--- src/rtl/seg_scan_ctrl.sv ---
// seg_scan_ctrl: 4-digit 7-seg time-multiplexed scan controller.
// Ports: clk, rst (async, active-high), en; load_valid/load_ready/load_bcd/load_dp
// load handshake; blink_mask; showDigit (1..4), showNum {dp,0,bcd}; frame_done.
// Option: define SEG_SCAN_BLINK_EN to enable per-digit blinking.
module seg_scan_ctrl #(
  parameter int SCAN_DIV  = 16384,
  parameter int DEAD_CYC  = 64,
  parameter int BLINK_DIV = 64
) (
  input  logic        clk,
  input  logic        rst,
  input  logic        en,
  input  logic        load_valid,
  output logic        load_ready,
  input  logic [15:0] load_bcd,
  input  logic [3:0]  load_dp,
  input  logic [3:0]  blink_mask,
  output logic [3:0]  showDigit,
  output logic [5:0]  showNum,
  output logic        frame_done
);

  localparam int CW = (SCAN_DIV > 1) ? $clog2(SCAN_DIV) : 1;
  localparam logic [CW-1:0] CNT_MAX = CW'(SCAN_DIV - 1);
  localparam logic [CW-1:0] DEAD    = CW'(DEAD_CYC);

  typedef enum logic {S_DEAD, S_SHOW} state_t;

  state_t        state_q, state_d;
  logic [CW-1:0] cnt_q, cnt_d;
  logic [1:0]    dig_q, dig_d;
  logic          slot_end;
  logic          fwrap;
  logic          xfer;
  logic          blank;
  logic [5:0]    num_d;

  logic [15:0] bcd_q, sh_bcd;
  logic [3:0]  dp_q, sh_dp;
  logic        sh_full;

  assign slot_end = en && (cnt_q == CNT_MAX);
  assign fwrap    = slot_end && (dig_q == 2'd3);
  assign xfer     = load_valid && load_ready;

  always_comb begin
    state_d = state_q;
    cnt_d   = cnt_q;
    dig_d   = dig_q;
    if (en) begin
      if (slot_end) begin
        cnt_d = '0;
        dig_d = dig_q + 2'd1;
      end else begin
        cnt_d = cnt_q + CW'(1);
      end
    end
    unique case (state_q)
      S_DEAD: if (en && (cnt_d >= DEAD)) state_d = S_SHOW;
      S_SHOW: if (slot_end && (DEAD != '0)) state_d = S_DEAD;
      default: state_d = S_DEAD;
    endcase
  end

  always_ff @(posedge clk or posedge rst) begin
    if (rst) begin
      state_q <= S_DEAD;
      cnt_q   <= '0;
      dig_q   <= 2'd0;
    end else begin
      state_q <= state_d;
      cnt_q   <= cnt_d;
      dig_q   <= dig_d;
    end
  end

  // Shadow holds one offered value until the frame boundary so a
  // frame never mixes old and new digits.
  always_ff @(posedge clk or posedge rst) begin
    if (rst) begin
      bcd_q      <= '0;
      dp_q       <= '0;
      sh_bcd     <= '0;
      sh_dp      <= '0;
      sh_full    <= 1'b0;
      load_ready <= 1'b1;
    end else begin
      if (fwrap && sh_full) begin
        bcd_q   <= sh_bcd;
        dp_q    <= sh_dp;
        sh_full <= 1'b0;
      end
      if (xfer) begin
        sh_bcd  <= load_bcd;
        sh_dp   <= load_dp;
        sh_full <= 1'b1;
      end
      // Ready returns one cycle after the shadow drains.
      load_ready <= !xfer && !sh_full;
    end
  end

`ifdef SEG_SCAN_BLINK_EN
  localparam int FW = (BLINK_DIV > 1) ? $clog2(BLINK_DIV) : 1;
  localparam logic [FW-1:0] FRM_MAX = FW'(BLINK_DIV - 1);

  logic [FW-1:0] fcnt_q;
  logic          phase_on;

  always_ff @(posedge clk or posedge rst) begin
    if (rst) begin
      fcnt_q   <= '0;
      phase_on <= 1'b1;
    end else if (fwrap) begin
      if (fcnt_q == FRM_MAX) begin
        fcnt_q   <= '0;
        phase_on <= !phase_on;
      end else begin
        fcnt_q <= fcnt_q + FW'(1);
      end
    end
  end

  assign blank = !phase_on && blink_mask[dig_q];
`else
  logic unused_blink;
  assign unused_blink = ^{blink_mask, (BLINK_DIV != 0)};
  assign blank = 1'b0;
`endif

  always_comb begin
    num_d = 6'd0;
    if (en && (state_q == S_SHOW) && !blank)
      num_d = {dp_q[dig_q], 1'b0, bcd_q[{dig_q, 2'b00} +: 4]};
  end

  always_ff @(posedge clk or posedge rst) begin
    if (rst) begin
      showDigit  <= 4'd1;
      showNum    <= 6'd0;
      frame_done <= 1'b0;
    end else begin
      showDigit  <= {2'b00, dig_q} + 4'd1;
      showNum    <= num_d;
      frame_done <= fwrap;
    end
  end

endmodule

--- config.mk ---
export PLATFORM = sky130hd
export DESIGN_NAME = seg_scan_ctrl
export DESIGN_NICKNAME = d
export VERILOG_FILES = /design/src/rtl/seg_scan_ctrl.sv
export SDC_FILE = /design/constraint.sdc
export NUM_CORES = 1
export LEC_CHECK = 0
export BUFFER_PORTS_ARGS = -buffer_cell sky130_fd_sc_hd__buf_2
export CORE_MARGIN = 5
export CORE_UTILIZATION = 40
export CTS_BUF_LIST = sky130_fd_sc_hd__clkbuf_4
export CTS_CLUSTER_DIAMETER = 30
export DETAILED_ROUTE_END_ITERATION = 16
export GPL_TIMING_DRIVEN = 0
export SYNTH_ARGS = -nofsm -noshare
export SYNTH_HDL_FRONTEND = slang
export SYNTH_SLANG_ARGS = --single-unit
--- constraint.sdc ---
create_clock -name clk -period 3.1 [get_ports clk]
set_clock_uncertainty 0.15 [all_clocks]
set_input_delay 0.155 -clock clk [delete_from_list [all_inputs] [get_ports clk]]
set_output_delay 0.155 -clock clk [all_outputs]
set_load 0.02 [all_outputs]
==> results.txt <==
drt first pass iters: 4
DR WL/cell: 14.2 um
Cell Area, Synth: 0.00301 sq mm
Crit path max-delay family: simple AND/OR/NAND/NOR gates
Slew headroom: 46.1%
Detail Route Antenna Nets: 0
die width: 96.7 um
CP peak stage delay: 0.43 ns
finished layout cell area: 0.00370 sq mm
Setup TNS: 0 ns
Design Power: 1.85 mW
Yosys reg bits: 68
CP max-delay cell: dfrtp_1
Critical Path End: bcd_q[10]
vias per cell: 4.73
most common cell in the synthesized netlist: dfrtp_1
gr ovfl total: 0
Setup crit end kind: flip-flop
Synth Flop Type: dfrtp_1
CTS-repair resized insts: 0
RR Endpoint: bcd_q[10]
Clock Path Buffers: 2
crit path from: cnt_q[0]
crit path kind: reg -> reg
Clk network pwr share: 36.1%
Pleak: 1.83 nW
vias in the first global route: 1889
area occupied by multi-input gates: 0.00119 sq mm
CTS clk-pin slew, worst paths: 0.12 ns
final setup vio count: 0
Fill cells: 669
asr flop ratio synth: 100%
area grow syn2layout: 23.1%
largest net degree at the start of global routing: 69
total global routing track utilization: 12.8%
Nets: 310
reg2reg path depth: 9
Post-synth EDFFs: 0
initial antenna violation count: 0
max frequency: 404 MHz
DRC: 0
Data arrival, critical path: 2.62 ns
Max IR drop VDD: 255 uV
R2R setup slack: 0.62 ns
Initial DRC Count: 81
Core Rows: 31
CTS H-tree lvls: 3
crit path max fanout: 10
cell taking the most area after synthesis: dfrtp_1
Final Cycle Share: 79.9%
RSZ-0062 raised after global routing: false
FF/Latch Area: 0.00170 sq mm
placed cell area: 0.00330 sq mm
Initial Util: 41.2%
post-DP HPWL: 3.56 mm
pre-CTS WS: 0.643 ns
sequential fraction of the synthesis area: 56.7%
met3 Usage GRT: 4.46%
gpl congestion: 0.720
Ports: 40
GR Util met1: 16.1%
Worst R2R Start: cnt_q[0]
CP Data Required Time: 3.25 ns
Syn. warnings: 0
critical path buffer and inverter count: 2
Final WS setup: 0.622 ns
via count: 1816
Tmin final: 2.48 ns
Die Height: 96.7 um
Core Area: 0.00729 sq mm
Root Buffer: clkbuf_4
share of layout cells above drive strength 1: 38.2%
top post-synthesis cells by area: dfrtp_1 (55%), mux2_4 (10%), mux2_2 (7.5%)
global-route wire length before repair: 9.39 mm
Cell Pwr Density: 501 mW/mm^2
most instantiated cells after synthesis: dfrtp_1 (66), mux2_2 (20), mux2_4 (20), nand2_1 (13), nor2_1 (13)
clock sinks: 68
Skew-Pair Late Insertion Delay: 0.41 ns
Sw Share: 26.4%
Routed WL: 5.46 mm
Avg Inst Size Synth: 14.2 sq um
number of cells on the critical path: 9
number of buffers created by CTS: 9
die area: 0.00935 sq mm
status: complete, no violations
area fraction of the dominant cell type after synthesis: 55.0%
Hold Startpoint: load_valid
ANT cells: 0
CTS tree: done
grt met2 use: 20.4%
Comb power frac: 10.1%
GR peak layer: met2
HP Class: in -> reg
Int Power: 1.36 mW
final slew viol count: 0
Hold Fails Final Rpt: 0
library cells used by synthesis: 37
crit-path cells: ha_1 > nand4_4 > nor4_4 > and3_1 > buf_6 > and2_4 > nand2_4 > buf_12 > mux2_4
max-cap violation count: 0
startpoint types: flip-flop
part of the power in registers: 53.8%
Port Buf Inserts: 33
Syn Inst Count: 212
Worst-Margin Slew: 0.808 ns
Psw: 490 uW
## layout make-up
| cell class | instances | area share (%) |
|---|---|---|
| Multi-Input combinational cell | 128 | 32.2 |
| Clock inverter | 7 | 2.71 |
| Tap cell | 99 | 3.35 |
| Sequential cell | 68 | 46.1 |
| Clock buffer | 9 | 1.83 |
| Buffer | 12 | 2.57 |
| Inverter | 5 | 0.575 |
| Timing Repair Buffer | 56 | 10.7 |
## placed cells by master (no fill, tap or decap), types with 3 or more instances in the layout
cell	n
mux2_2	20
xor2_1	5
clkbuf_1	5
nand3_1	5
inv_1	4
nor2_1	13
buf_2	35
mux2_4	20
nor3_1	6
dlygate4sd3_1	23
dfrtp_1	66
clkinvlp_4	3
nand2_1	13
xnor2_1	10
and3_1	6
mux4_2	5
clkbuf_4	9
## state kept, by name, summed over array words and instances (netlist names)
signal and count:
showNum 5, bcd_q 16, sh_dp 4, dig_q 2, state_q 1, load_ready 1, cnt_q 14, showDigit 3
sh_full 1, dp_q 4, frame_done 1, sh_bcd 16
## layer usage
metal  wire length [um]  up-vias
met5                  0        -
met4                 92        0
met3                256        9
met2               2680       38
met1               2420      898
li1                   -      871
## power by group through the flow
stage               combinational (mW)  sequential (mW)  clock (mW)
global placement                 0.162             1.01           0
detailed placement               0.167             1.01           0
finish                           0.187            0.996       0.669
floorplan                        0.129             1.00           0
CTS                              0.189            0.996       0.686
global route                     0.213             1.01       0.743
## cell families (layout without fill, tap and decap cells)
| family | Yosys count | in the layout | synth area share (%) |
|---|---|---|---|
| compound gates | 10 | 10 | 2.33 |
| xor+xnor | 15 | 15 | 4.37 |
| fa+ha+maj | 2 | 2 | 0.833 |
| buf+inv | 17 | 89 | 3.79 |
| flops | 68 | 68 | 56.7 |
| mux | 47 | 47 | 21.9 |
| other cells | 1 | 2 | 0.125 |
| simple gates | 52 | 52 | 9.95 |
## through the flow
step / instances / utilization [%] / hold WS, ns
after floorplan: 213 / - / 0.0612
after global placement: 345 / 45.2 / 0.159
after detailed placement: 345 / 45.3 / 0.177
after CTS: 384 / 50.7 / 0.240
after global routing: 384 / 50.7 / 0.235
final: 384 / 50.7 / 0.274
## timing repair
| action | CTS | global route |
|---|---|---|
| hold buffers | 23 | 0 |
| endpoints found under the hold margin | 89 | 0 |
| setup buffers | 0 | 0 |
## how the worst min path moves through the flow
stage / cells past startpoint / to
floorplan: 1 / load_ready
global placement: 2 / load_ready
detailed placement: 2 / load_ready
CTS: 3 / load_ready
global route: 3 / load_ready
finish: 3 / load_ready
## worst register-to-register path, stage by stage (launching register included)
cell and delay, ns:
dfrtp_1 0.43, ha_1 0.26, nand4_4 0.14, nor4_4 0.32
and3_1 0.22, buf_6 0.15, and2_4 0.18, nand2_4 0.07
buf_12 0.16, mux2_4 0.30
Power figures use the tool's default switching activity.
